==> config.mk <==
export PLATFORM = sky130hd
export DESIGN_NAME = dacs_spi_multi
export DESIGN_NICKNAME = d
export VERILOG_FILES = /design/src/rtl/dacs_spi_pkg.sv /design/src/rtl/dacs_spi_tick.sv /design/src/rtl/dacs_spi_multi.sv
export SDC_FILE = /design/constraint.sdc
export NUM_CORES = 1
export LEC_CHECK = 0
export BUFFER_PORTS_ARGS = -buffer_cell sky130_fd_sc_hd__buf_2
export CAP_MARGIN = 0
export CORE_ASPECT_RATIO = 1.25
export CORE_MARGIN = 2
export CORE_UTILIZATION = 30
export DETAILED_ROUTE_END_ITERATION = 10
export PLACE_DENSITY = 0.47
export SLEW_MARGIN = 20
export SYNTH_ARGS = -nofsm -noshare
export SYNTH_HDL_FRONTEND = slang
export SYNTH_SLANG_ARGS = --single-unit
==> constraint.sdc <==
create_clock -name clk -period 2.2 [get_ports clk]
set_input_delay 0.11 -clock clk [delete_from_list [all_inputs] [get_ports clk]]
set_output_delay 0.11 -clock clk [all_outputs]
set_load 0.01 [all_outputs]
==> src/rtl/dacs_spi_pkg.sv <==
// Shared types and helpers for the dacs_spi_multi DAC driver.
// The LDAC state exists only when DACS_SPI_LDAC_EN is defined.
package dacs_spi_pkg;

  localparam int MAX_W = 32;

  typedef enum logic [1:0] {
    S_IDLE  = 2'd0,
    S_SHIFT = 2'd1,
    S_GAP   = 2'd2
`ifdef DACS_SPI_LDAC_EN
    , S_LDAC = 2'd3
`endif
  } dacs_state_e;

  // Cycles from one capture to the earliest next capture (frame_done cycle).
  function automatic int frame_len(input int data_w, input int clk_div,
                                   input int cs_gap, input bit ldac_en);
    return 2 * data_w * clk_div + cs_gap + 1 + (ldac_en ? clk_div : 0);
  endfunction

  // Two's complement to offset binary is just an MSB flip; words up to MAX_W bits.
  function automatic logic [MAX_W-1:0] to_offset(input logic [MAX_W-1:0] word,
                                                 input int width,
                                                 input bit signed_in);
    logic [MAX_W-1:0] msb;
    msb = '0;
    if (signed_in) msb[width-1] = 1'b1;
    return word ^ msb;
  endfunction

endpackage

==> src/rtl/dacs_spi_tick.sv <==
// SCLK divider: half-period tick plus the registered sclk phase.
// Restarts cleanly on every frame start so the first low half is always full length.
module dacs_spi_tick #(
  parameter int CLK_DIV = 2
) (
  input  logic clk,
  input  logic reset_n,
  input  logic restart,
  input  logic run,
  output logic tick,
  output logic phase
);

  localparam int CW = $clog2(CLK_DIV) + 1;

  logic [CW-1:0] cnt;

  assign tick = run && (cnt == CW'(CLK_DIV - 1));

  always_ff @(posedge clk or negedge reset_n) begin
    if (!reset_n) begin
      cnt   <= '0;
      phase <= 1'b0;
    end else if (restart) begin
      cnt   <= '0;
      phase <= 1'b0;
    end else if (run) begin
      if (tick) begin
        cnt   <= '0;
        phase <= ~phase;
      end else begin
        cnt <= cnt + 1'b1;
      end
    end
  end

endmodule

==> src/rtl/dacs_spi_multi.sv <==
// Multi-channel serial DAC driver: per-channel CS_N/SDO shifted in parallel on a shared SCLK.
// Define DACS_SPI_LDAC_EN to add a common LDAC pulse after each frame; otherwise ldac_n is tied low.
module dacs_spi_multi
  import dacs_spi_pkg::*;
#(
  parameter int N_CH      = 4,
  parameter int DATA_W    = 16,
  parameter int CLK_DIV   = 2,
  parameter int CS_GAP    = 2,
  parameter int SIGNED_IN = 1
) (
  input  logic                   clk,
  input  logic                   reset_n,
  input  logic [N_CH*DATA_W-1:0] data_in,
  input  logic [N_CH-1:0]        ch_mask,
  input  logic                   data_valid,
  output logic                   data_ready,
  output logic                   busy,
  output logic                   frame_done,
  output logic                   sclk,
  output logic [N_CH-1:0]        cs_n,
  output logic [N_CH-1:0]        sdo,
  output logic                   ldac_n
);

`ifdef DACS_SPI_LDAC_EN
  localparam bit LDAC_EN = 1'b1;
`else
  localparam bit LDAC_EN = 1'b0;
`endif
  localparam int FRAME_LEN = frame_len(DATA_W, CLK_DIV, CS_GAP, LDAC_EN);
  localparam int LAST_CYC  = FRAME_LEN - 2;
  localparam int GAP_END   = LAST_CYC - (LDAC_EN ? CLK_DIV : 0);
  localparam int BW        = $clog2(DATA_W);
  localparam int CNT_W     = $clog2(FRAME_LEN);

  dacs_state_e      state, next_state;
  logic [BW-1:0]    bit_cnt;
  logic [CNT_W-1:0] frame_cnt;
  logic             capture, any_mask, tick, last_bit;

  assign data_ready = (state == S_IDLE);
  assign busy       = (state != S_IDLE);
  assign capture    = data_valid && (state == S_IDLE);
  assign any_mask   = |ch_mask;
  assign last_bit   = tick && sclk && (bit_cnt == BW'(DATA_W - 1));

  dacs_spi_tick #(.CLK_DIV(CLK_DIV)) u_tick (
    .clk     (clk),
    .reset_n (reset_n),
    .restart (capture),
    .run     (state == S_SHIFT),
    .tick    (tick),
    .phase   (sclk)
  );

  always_ff @(posedge clk or negedge reset_n) begin
    if (!reset_n) state <= S_IDLE;
    else          state <= next_state;
  end

  // frame_cnt is zero in the first busy cycle, so GAP and LDAC end on fixed counts.
  always_comb begin
    next_state = state;
    case (state)
      S_IDLE:  if (capture && any_mask) next_state = S_SHIFT;
      S_SHIFT: if (last_bit) next_state = S_GAP;
      S_GAP: begin
        if (frame_cnt == CNT_W'(GAP_END)) begin
`ifdef DACS_SPI_LDAC_EN
          next_state = S_LDAC;
`else
          next_state = S_IDLE;
`endif
        end
      end
`ifdef DACS_SPI_LDAC_EN
      S_LDAC:  if (frame_cnt == CNT_W'(LAST_CYC)) next_state = S_IDLE;
`endif
      default: next_state = S_IDLE;
    endcase
  end

  always_ff @(posedge clk or negedge reset_n) begin
    if (!reset_n) begin
      bit_cnt    <= '0;
      frame_cnt  <= '0;
      cs_n       <= '1;
      frame_done <= 1'b0;
    end else begin
      frame_done <= (capture && !any_mask) ||
                    ((state != S_IDLE) && (next_state == S_IDLE));

      if (capture)              frame_cnt <= '0;
      else if (state != S_IDLE) frame_cnt <= frame_cnt + 1'b1;

      if (capture || last_bit)    bit_cnt <= '0;
      else if (tick && sclk)      bit_cnt <= bit_cnt + 1'b1;

      if (capture && any_mask) cs_n <= ~ch_mask;
      else if (last_bit)       cs_n <= '1;
    end
  end

  // Unmasked channels load zero, so their sdo stays low for the whole frame.
  for (genvar i = 0; i < N_CH; i++) begin : g_ch
    logic [DATA_W-1:0] shreg;

    always_ff @(posedge clk or negedge reset_n) begin
      if (!reset_n) begin
        shreg <= '0;
      end else if (capture) begin
        shreg <= ch_mask[i]
               ? DATA_W'(to_offset(MAX_W'(data_in[i*DATA_W +: DATA_W]), DATA_W, SIGNED_IN != 0))
               : '0;
      end else if (last_bit) begin
        shreg <= '0;
      end else if (tick && sclk) begin
        shreg <= {shreg[DATA_W-2:0], 1'b0};
      end
    end

    assign sdo[i] = shreg[DATA_W-1];
  end

`ifdef DACS_SPI_LDAC_EN
  always_ff @(posedge clk or negedge reset_n) begin
    if (!reset_n) ldac_n <= 1'b1;
    else          ldac_n <= (next_state != S_LDAC);
  end
`else
  assign ldac_n = 1'b0;
`endif

endmodule

# Yosys cells after proc, flatten, opt, wreduce, memory -nomap -nowiden
# Cells that the tools add are included.
[op_classes]
n_addsub = 3
n_eq_ne = 5
muxes = 33
n_bitwise = 6
reduce_logical = 21
[ops]
columns = ["cell", "count"]
rows = [
  ["2-to-1 mux 16 bit", 16],
  ["bitwise XOR 16 bit", 4],
  ["2-to-1 mux 4 bit", 4],
  ["2-to-1 mux 7 bit", 2],
  ["2-to-1 mux 2 bit", 6],
  ["nonzero test 2 bit", 6],
  ["adder 7 x 1 -> 7 bit, second input constant", 1],
  ["equality test 7 bit, second input constant", 1],
  ["logical AND 1 bit", 7],
  ["one-hot mux 2 bit (3 select lines)", 1],
  ["adder 4 x 1 -> 4 bit, second input constant", 1],
  ["equality test 2 x 1 -> 1 bit, second input constant", 2],
  ["equality test 4 bit, second input constant", 1],
  ["logical NOT 2 bit", 2],
  ["2-to-1 mux 1 bit", 4],
  ["inverter 4 bit", 1],
  ["OR reduction 4 bit", 1],
  ["nonzero test 3 bit", 1],
  ["adder 2 x 1 -> 2 bit, second input constant", 1],
  ["equality test 2 bit, second input constant", 1],
  ["logical OR 1 bit", 2],
  ["AND reduction 2 bit", 1],
  ["logical NOT 1 bit", 1],
  ["inverter 1 bit", 1],
]
[totals]
reg_bits = 85
input_bits = 71
out_inout_bits = 13
word_cells = 79

# Longest topological paths before layout
# Gate-level depths: netlist of run 1.
[depth]
depth_word = 9
mapped_depth = 5
ltp_nobuf = 4

# Modules after synthesis
# Synthesis of run 1 repeated with hierarchy kept, for this count alone.
[hier_totals]
hier_cells = 469
hier_area_um2 = 4192.8
[by_module_without_submodules]
columns = ["mod", "instances", "cells_each", "area_each_um2", "seq_area_each_um2"]
rows = [
  ["dacs_spi_multi", 1, 458, 4060.1, 2057.0],
  ["dacs_spi_tick", 1, 11, 132.6, 75.1],
]

# Worst setup path after synthesis of run 1
# OpenSTA, ideal clock, no wires.
[synth_timing]
path_kind = "reg-to-reg"
from = "register bit_cnt[0]"
to = "register g_ch[0].shreg[10]"
setup_time_ns = 0.066
t_arrival_ns = 1.438
t_required_ns = 2.134
path_slack_ns = 0.696
stages_incl_launch_ff = 6
n_path_buf = 1
synth_period_minus_slack_ns = 1.504
cell_sequence = "dfrtp_1 > ha_1 > and3_1 > nor3_4 > buf_6 > a221o_1"
[synth_between]
elab_chain_cells = 4
word_cells_on_any_way = 5
classes_between = "1 x eq/ne; 2 x mux; 2 x reduce/logical"
[synth_lines]
columns = ["element", "line", "text"]
rows = [
  ["start, declared", "dacs_spi_multi.sv:38", "logic [BW-1:0] bit_cnt;"],
  ["start signal, assigned", "dacs_spi_multi.sv:98", "else if (tick && sclk) bit_cnt <= bit_cnt + 1'b1;"],
  ["equality test 4 bit (*)", "dacs_spi_multi.sv:46", "assign last_bit = tick && sclk && (bit_cnt == BW'(DATA_W - 1));"],
  ["logical AND 1 bit (*)", "dacs_spi_multi.sv:46", ""],
  ["2-to-1 mux 16 bit", "dacs_spi_multi.sv:116", "end else if (last_bit) begin"],
  ["2-to-1 mux 16 bit", "dacs_spi_multi.sv:112", "end else if (capture) begin"],
  ["end signal, assigned", "dacs_spi_multi.sv:113", "shreg <= ch_mask[i]"],
  ["end signal, assigned", "dacs_spi_multi.sv:119", "shreg <= {shreg[DATA_W-2:0], 1'b0};"],
  ["end, declared", "dacs_spi_multi.sv:107", "logic [DATA_W-1:0] shreg;"],
]
# Mark *: on every way between the ends. The rest lies on a longest branch, timed or not.
# A chain may end at the register's enable or synchronous reset.

# Worst setup path after layout of run 1
[layout_timing]
from = "register state[0]"
to = "register g_ch[1].shreg[14]"
[layout_between]
elab_chain_cells = 6
word_cells_on_any_way = 9
classes_between = "1 x eq/ne; 2 x mux; 6 x reduce/logical"
[layout_lines]
columns = ["element", "line", "text"]
rows = [
  ["start, declared", "dacs_spi_multi.sv:37", "dacs_state_e state, next_state;"],
  ["start signal, assigned", "dacs_spi_multi.sv:59", "else state <= next_state;"],
  ["equality test 2 x 1 -> 1 bit", "dacs_spi_multi.sv:52", ".run (state == S_SHIFT),"],
  ["logical AND 1 bit", "dacs_spi_tick.sv:18", "assign tick = run && (cnt == CW'(CLK_DIV - 1));"],
  ["logical AND 1 bit", "dacs_spi_multi.sv:46, dacs_spi_multi.sv:118", ""],
  ["logical AND 1 bit", "dacs_spi_multi.sv:46", ""],
  ["2-to-1 mux 16 bit", "dacs_spi_multi.sv:116", ""],
  ["2-to-1 mux 16 bit", "dacs_spi_multi.sv:112", ""],
  ["end signal, assigned", "dacs_spi_multi.sv:113", ""],
  ["end signal, assigned", "dacs_spi_multi.sv:119", ""],
  ["end, declared", "dacs_spi_multi.sv:107", ""],
]
# Several ways; a longest one is shown, not always the timed one.

==> impl_metrics.ini, run 1 <==
[clock_network]
cts_max_level = 3
cts_tree = done
cts_setup_buffers = 0
worst_skew_pair.late_latency_ns = 0.34
clock_sinks = 85
path_clk_slew_ns = 0.06
clockBufferDepth = 2
cts-resized-gates = 0
cts_buffers = 9
root_buffer = clkbuf_16
hold_buffers = 1

[worst_setup_path]
worstSetupEndpointType = flop
slowest_delay_ns = 0.69
path_class = flop to flop
r2r-start = state[0]
worstPathMaxFanout = 33
reg2reg_to = g_ch[1].shreg[14]
worstPathCellList = and4b_1 > o21ai_4 > buf_4 > a221o_1
start_kind = flop
rr_worst_depth = 4
required_ns = 2.41
crit_slowest_cell = dfrtp_1
reg2reg_setup_slack_ns = 0.26
crit_arrival_ns = 2.15

[placed_design]
port_buffers = 82
post-place-ws_ns = 0.297
gp_congestion = 0.786
dp_hpwl_um = 6660
place_area_um2 = 4450

[sta]
period_needed_ns = 1.94
fmax_ghz = 0.516
whs_ns = 0.0143
rsz0062_at_grt = no
period_share = 0.881
finClkSkew_ns = 0.00880
tightest_slew_ns = 0.561
setup_tns_ns = 0
fin_ws_ns = 0.261
setup_viol = 0
hold_violations = 0
slew_headroom = 0.626
drv_slew = 0

[run]
drv_cap = 0

[layout]
area_delta_synth_final_pct = 20.4
finalInstanceArea_um2 = 4770
diodes = 0
nNetsFinal = 474
layout_common_cells = dfrtp_1 (81), buf_2 (81), a221o_1 (60)
drive_above_1_share = 0.281

[synth]
synth_edf_count = 0
syn_nets = 404
syn_avg_cell_area_um2 = 12.0
synth_cell_types = 45
ys_ff_latch = 85
yosysSeqAreaShare = 0.538
ys.flop_type = dfrtp_1
synthCells = 330
ys_warn_count = 0
synthArstFlopShare = 1.00
synth_area_um2 = 3960

[detailed_routing]
drtPass1Iterations = 4
routed_wl_um = 9830
wire_per_inst_um = 17.2
first_iter_violations = 246
ant_nets = 0
via_per_inst = 5.42
drcViolationCount = 0
vias = 3106

[global_route]
antenna_found_initial = 0
grt_overflow = 0
grt.total_usage = 0.146
grt_max_degree = 61
grt_pass1_wl_um = 16400
grt_pass1_vias = 3090

[floorplanning]
core_um2 = 12800
num_rows = 46
die_w_um = 107
initial_utilization = 0.310
io_pins = 84
die_area_um2 = 14100
die_h_um = 132

[pwr]
power_density_nw_per_um2 = 1230
p_leak_nw = 2.42
ir_worst_vdd_mv = 0.479

[worst_hold_path]
holdPathStages = 3
hold_path_end = g_ch[1].shreg[0]
hp-class = input pin to flop
hp-start = data_in[16]

[run_status]
outcome = finished clean
==> critical path: cells and delay by family (launching register included) <==
kind	cells	cell delay, ns
AND/OR/NAND/NOR	1	0.43
AO/OA/AOI/OAI	2	0.43
flip-flops	1	0.69
buffers and inverters	1	0.25
==> cell families (layout without fill, tap and decap cells) <==
family / Yosys count / in the layout / share of synthesized area
flops: 85 / 85 / 0.538
compound gates: 97 / 97 / 0.217
xor+xnor: 1 / 1 / 0.00221
other cells: 1 / 1 / 0.000947
mux: 2 / 2 / 0.00537
buf+inv: 36 / 111 / 0.0638
simple gates: 105 / 105 / 0.163
fa+ha+maj: 3 / 3 / 0.00948
==> sequential cells by signal (all words and copies together) (netlist names) <==
| name | cells |
|---|---|
| state | 2 |
| frame_done | 1 |
| cs_n | 4 |
| bit_cnt | 4 |
| frame_cnt | 7 |
| g_ch.shreg | 64 |
| u_tick.phase | 1 |
| u_tick.cnt | 2 |
==> how the worst max path moves through the flow <==
stage                          start                 to  depth (start not counted)  slack [ns]
after floorplan           bit_cnt[0]  g_ch[0].shreg[10]                          5        0.70
after global placement      state[0]   g_ch[0].shreg[8]                          4        0.35
after detailed placement    state[0]  g_ch[1].shreg[11]                          4        0.30
after CTS                   state[0]  g_ch[1].shreg[14]                          4        0.28
after global routing        state[0]  g_ch[1].shreg[12]                          4        0.14
final                       state[0]  g_ch[1].shreg[14]                          4        0.26
==> cell usage after synthesis, types with 5 or more instances <==
library cell | instances | area share
dfrtp_1 | 81 | 0.51
a221o_1 | 60 | 0.15
and3_1 | 59 | 0.093
buf_6 | 12 | 0.034
clkbuf_1 | 11 | 0.010
nand2_1 | 11 | 0.010
o21ai_0 | 11 | 0.014
nand3_1 | 9 | 0.011
nor2_1 | 7 | 0.0066
buf_4 | 6 | 0.011
a21oi_1 | 5 | 0.0063
==> metrics by stage <==
| stage | std cells | util | power, mW |
|---|---|---|---|
| after detailed placement | 556 | 0.349 | 4.34 |
| after global placement | 556 | 0.349 | 4.30 |
| after global routing | 573 | 0.373 | 6.24 |
| final | 573 | 0.373 | 5.84 |
| after CTS | 573 | 0.373 | 5.91 |
| after floorplan | 330 | - | 3.96 |
==> area by class of cell <==
class / instances / area (um^2)
Tap cell: 168 / 210
Fill cell: 1310 / 8010
Multi-Input combinational cell: 209 / 1580
Clock buffer: 13 / 260
Sequential cell: 85 / 2130
Clock inverter: 3 / 43.8
Inverter: 3 / 11.3
Timing Repair Buffer: 92 / 528
==> power breakdown <==
group	internal, mW	leakage (nW)	switching, mW
registers	2.13	1.12	0.411
logic	0.850	1.16	0.909
clock network	0.943	0.150	0.600
==> layer usage <==
metal | GRT usage | wire length (um) | part of all wire
met3 | 0.0286 | 395 | 0.040
met4 | 0.0592 | 205 | 0.021
met1 | 0.203 | 4500 | 0.46
met5 | 0 | 0 | 0
met2 | 0.223 | 4730 | 0.48
Note: power is estimated with default switching activity, not from simulation.
==> run 2, diff against run 1 <==
--- a/config.mk
+++ b/config.mk
@@ -9,9 +9,9 @@
 export CAP_MARGIN = 0
 export CORE_ASPECT_RATIO = 1.25
 export CORE_MARGIN = 2
-export CORE_UTILIZATION = 30
+export CORE_UTILIZATION = 59
 export DETAILED_ROUTE_END_ITERATION = 10
-export PLACE_DENSITY = 0.47
+export PLACE_DENSITY = 0.83
 export SLEW_MARGIN = 20
 export SYNTH_ARGS = -nofsm -noshare
 export SYNTH_HDL_FRONTEND = slang
==> run 2 against run 1 <==
Against the previous run: flip-flop and latch count stayed put; design area shrank 4.1%; setup slack improved by 0.036 ns; combinational power about the same; first-iteration DRC count is 24% higher; highest routed layer unchanged; critical path depth is the same; core utilization is 33 points higher; maximum frequency up 1.9%; largest power group unchanged; sequential share of layout area increased by 1.9 points; wire length is 14% lower; die area shrank 48%.
==> impl_metrics.ini, run 2 (synthesis gave the netlist of run 1 again) <==
[worst_hold_path]
hp-class = input pin to flop
holdPathStages = 3
hold_path_end = g_ch[3].shreg[0]
hp-start = data_in[48]

[run]
drv_cap = 0

[pwr]
power_density_nw_per_um2 = 1190
internal_power_mw = 3.61
p_clk_frac = 0.213
combPwrFrac = 0.318
p_leak_nw = 2.38
swShare = 0.336
ir_worst_vdd_mv = 0.765
power_mw = 5.44
seq_power_share = 0.468
power.switching_mw = 1.83

[layout]
area_delta_synth_final_pct = 15.4
final_util = 0.701
largest_register_ffs = 64
nNetsFinal = 476
layout_common_cells = dfrtp_1 (81), buf_2 (81), a221o_1 (60)
finalInstanceArea_um2 = 4570
diodes = 0
drive_above_1_share = 0.283
reg.largest.list = g_ch.shreg x64, frame_cnt x7
largest_register = g_ch.shreg

[global_route]
antenna_found_initial = 0
grt_max_degree = 60
grt.total_usage = 0.247
grt_pass1_wl_um = 14100
grt_overflow = 0
grt_pass1_vias = 2936

[detailed_routing]
via_per_inst = 6.26
first_iter_violations = 304
routed_wl_um = 8500
drtPass1Iterations = 4
wire_per_inst_um = 17.2
drcViolationCount = 0
vias = 3088
ant_nets = 0

[floorplanning]
die_w_um = 77.3
initial_utilization = 0.607
core_um2 = 6520
die_h_um = 95.6
io_pins = 84
num_rows = 33
die_area_um2 = 7390

[worst_setup_path]
worstSetupEndpointType = flop
rr_worst_depth = 4
crit_path_start = state[0]
r2r-start = state[0]
worstPathMaxFanout = 32
path_class = flop to flop
crit_arrival_ns = 2.13
start_kind = flop
reg2reg_to = g_ch[1].shreg[14]
reg2reg_setup_slack_ns = 0.30
worstPathCellList = and4b_1 > o21ai_4 > buf_4 > a221o_1
slowest_delay_ns = 0.68
crit_slowest_cell = dfrtp_1
required_ns = 2.42

[clock_network]
cts_buffers = 9
cts_max_level = 3
clock_sinks = 85
clockBufferDepth = 2
root_buffer = clkbuf_8
cts-resized-gates = 0
cts_tree = done
path_clk_slew_ns = 0.08
worst_skew_pair.late_latency_ns = 0.34

[sta]
drv_slew = 0
slew_headroom = 0.634
hold_violations = 0
tightest_slew_ns = 0.550
setup_tns_ns = 0
whs_ns = 0.0158
setup_viol = 0
period_needed_ns = 1.90
fmax_ghz = 0.525
period_share = 0.865
finClkSkew_ns = 0.00708
rsz0062_at_grt = no

[placed_design]
port_buffers = 82
dp_hpwl_um = 5740
gp_congestion = 0.900
place_area_um2 = 4360

[run_status]
outcome = finished clean
[run 2: changes by cell type in the layout (fill, tap and decap cells not counted)]
cell / before / now
buf_12: 3 / 2
bufinv_16: 1 / 2
clkbuf_16: 9 / 0
clkbuf_8: 2 / 9
buf_4: 7 / 10
[run 2: worst max-delay path, delay by kind of cell, from the launching register on]
kind                   cells  cell delay, ns
AOI/OAI and AO/OA          2            0.42
buffers and inverters      1            0.25
DFF                        1            0.68
and+or+nand+nor            1            0.43
[run 2: per-layer routing]
metal | vias up | track usage | wire length (um)
li1 | 1445 | - | -
met1 | 1508 | 0.345 | 3620
met2 | 118 | 0.380 | 4250
met3 | 17 | 0.0360 | 440
met4 | 0 | 0.125 | 185
met5 | - | 0 | 0
[run 2: power groups by stage]
stage | sequential (mW) | combinational [mW] | clock [mW]
after floorplan | 2.46 | 1.50 | 0
after global placement | 2.54 | 1.66 | 0
after detailed placement | 2.55 | 1.75 | 0
after CTS | 2.54 | 1.75 | 1.18
after global routing | 2.62 | 1.92 | 1.25
final | 2.55 | 1.73 | 1.16
[run 2: how the worst max path moves through the flow]
stage	end	slack, ns
after global placement	g_ch[0].shreg[6]	0.39
after CTS	g_ch[1].shreg[14]	0.31
after global routing	g_ch[1].shreg[14]	0.19
after detailed placement	g_ch[0].shreg[7]	0.33
final	g_ch[1].shreg[14]	0.30
after floorplan	g_ch[0].shreg[10]	0.70
[run 2: final cells by class]
cell class | count | area, um^2
Clock buffer | 11 | 131
Clock inverter | 4 | 73.8
Fill cell | 499 | 1950
Inverter | 3 | 11.3
Multi-Input combinational cell | 209 | 1580
Sequential cell | 85 | 2130
Tap cell | 87 | 109
Timing Repair Buffer | 94 | 531
[run 2: stage by stage]
stage / worst slack, ns / cells
floorplan: 0.696 / 330
global placement: 0.388 / 477
detailed placement: 0.332 / 477
CTS: 0.306 / 493
global route: 0.191 / 493
finish: 0.296 / 493
[run 2: repair_timing]
item | 4_1_cts | 5_1_grt
hold endpoints to repair | 39 | 0
hold buffers | 1 | 0
setup buffers | 0 | 0
==> run 3, diff against run 2 <==
--- a/config.mk
+++ b/config.mk
@@ -11,7 +11,7 @@
 export CORE_MARGIN = 2
 export CORE_UTILIZATION = 59
 export DETAILED_ROUTE_END_ITERATION = 10
-export PLACE_DENSITY = 0.83
+export PLACE_DENSITY = 0.95
 export SLEW_MARGIN = 20
 export SYNTH_ARGS = -nofsm -noshare
 export SYNTH_HDL_FRONTEND = slang
==> run 3 against run 2 <==
Against the previous run: combinational power about the same; flip-flop and latch count unchanged; worst hold slack better by 0.0094 ns; maximum frequency up 3.4%; die area unchanged; global-route usage up 1.7 points; first-iteration DRC count up 18%; total power up 0.29%; non-clock buffer count up 1; wire length up 7.1%; critical path depth up 1; largest power group unchanged; highest routed layer unchanged.
==> impl_metrics.ini, run 3 (synthesis gave the netlist of run 1 again) <==
[run_status]
outcome = finished clean

[placed_design]
post-place-ws_ns = 0.403
dp.cells = 475
gp_congestion = 0.881
dp_hpwl_um = 6100
port_buffers = 82

[pwr]
power_density_nw_per_um2 = 1190
ir_worst_vdd_mv = 0.696
p_leak_nw = 2.39

[layout]
largest_register = g_ch.shreg
area_delta_synth_final_pct = 15.8
largest_register_ffs = 64
nNetsFinal = 477
diodes = 0
drive_above_1_share = 0.278
fin_cells = 494
layout_common_cells = dfrtp_1 (81), buf_2 (81), a221o_1 (60)
reg.largest.list = g_ch.shreg x64, frame_cnt x7

[clock_network]
cts_tree = done
clock_sinks = 85
root_buffer = clkbuf_8
worst_skew_pair.late_latency_ns = 0.35
path_clk_slew_ns = 0.08
clockBufferDepth = 2
cts_max_level = 3
cts_buffers = 9

[worst_hold_path]
hp-class = input pin to flop

[sta]
period_needed_ns = 1.84
fmax_ghz = 0.543
slew_headroom = 0.593
finClkSkew_ns = 0.00708
hold_violations = 0
setup_viol = 0
period_share = 0.837
setup_tns_ns = 0
tightest_slew_ns = 0.611
rsz0062_at_grt = no
drv_slew = 0
fin_ws_ns = 0.358
whs_ns = 0.0252

[floorplanning]
initial_utilization = 0.607
die_h_um = 95.6
io_pins = 84
die_area_um2 = 7390
num_rows = 33
die_w_um = 77.3
core_um2 = 6520

[worst_setup_path]
worstSetupEndpointType = flop
start_kind = flop
crit_arrival_ns = 2.07
worstPathMaxFanout = 60
required_ns = 2.43
path_class = flop to flop

[detailed_routing]
drtPass1Iterations = 6
drcViolationCount = 0
via_per_inst = 6.46
wire_per_inst_um = 18.4
routed_wl_um = 9100
first_iter_violations = 358
vias = 3193
ant_nets = 0

[global_route]
grt.total_usage = 0.264
grt_overflow = 0
antenna_found_initial = 0
grt_pass1_vias = 3038
grt_max_degree = 61
grt_pass1_wl_um = 14900

[run]
drv_cap = 0
## run 3: cell types whose count changed in the layout (fill, tap and decap cells not counted), sizes merged
cell,change
dlygate4sd3,+3
buf,-2
## run 3: final timing paths
| check | from | end | slack (ns) | cells after the start |
|---|---|---|---|---|
| worst max-delay path | state[0] | g_ch[3].shreg[14] | 0.36 | 5 |
| worst min-delay path | data_in[0] | g_ch[0].shreg[0] | 0.03 | 3 |
| worst max register to register | state[0] | g_ch[3].shreg[14] | 0.36 | 5 |
| worst min register to register | cs_n[3] | cs_n[3] | 0.51 | 1 |
| max in group asynchronous | reset_n | cs_n[1] | 1.28 | 3 |
| min in group asynchronous | reset_n | g_ch[3].shreg[6] | 0.25 | 2 |
## run 3: cell type report
type	instances	area, um^2
flip-flops and latches	85	2130
fillers	481	1940
multi-input cells	209	1580
repair buffers	95	546
clock buffers	11	131
well taps	87	109
clock inverters	4	73.8
inverters	3	11.3
## run 3: stage by stage
step / util / instance area (um^2) / power (mW)
after detailed placement: 0.665 / 4340 / 4.28
after floorplan: - / 3960 / 3.96
after global routing: 0.703 / 4590 / 5.80
final: 0.703 / 4590 / 5.46
after global placement: 0.665 / 4340 / 4.15
after CTS: 0.703 / 4590 / 5.46
## run 3: report_power, final
| group | switching, mW | internal (mW) |
|---|---|---|
| combinational | 0.909 | 0.821 |
| sequential | 0.426 | 2.13 |
| clock | 0.542 | 0.635 |
| total | 1.88 | 3.58 |
## run 3: layer usage
layer,track usage,vias up,wire length [um]
li1,-,1442,-
met1,0.347,1583,3620
met2,0.427,148,4700
met3,0.0455,20,566
met4,0.132,0,214
met5,0,-,0
## run 3: repair_timing
action / in CTS / in global routing
hold buffers: 4 / 0
buffers inserted: 0 / 0
endpoints found under the hold margin: 35 / 0
resized for setup: 0 / 0
## run 3: worst max-delay path, stage by stage, from the launching register on
cell and delay [ns]:
dfrtp_1 0.43, buf_4 0.20, nor2b_1 0.30, o21ai_4 0.07, buf_4 0.30, a221o_1 0.38
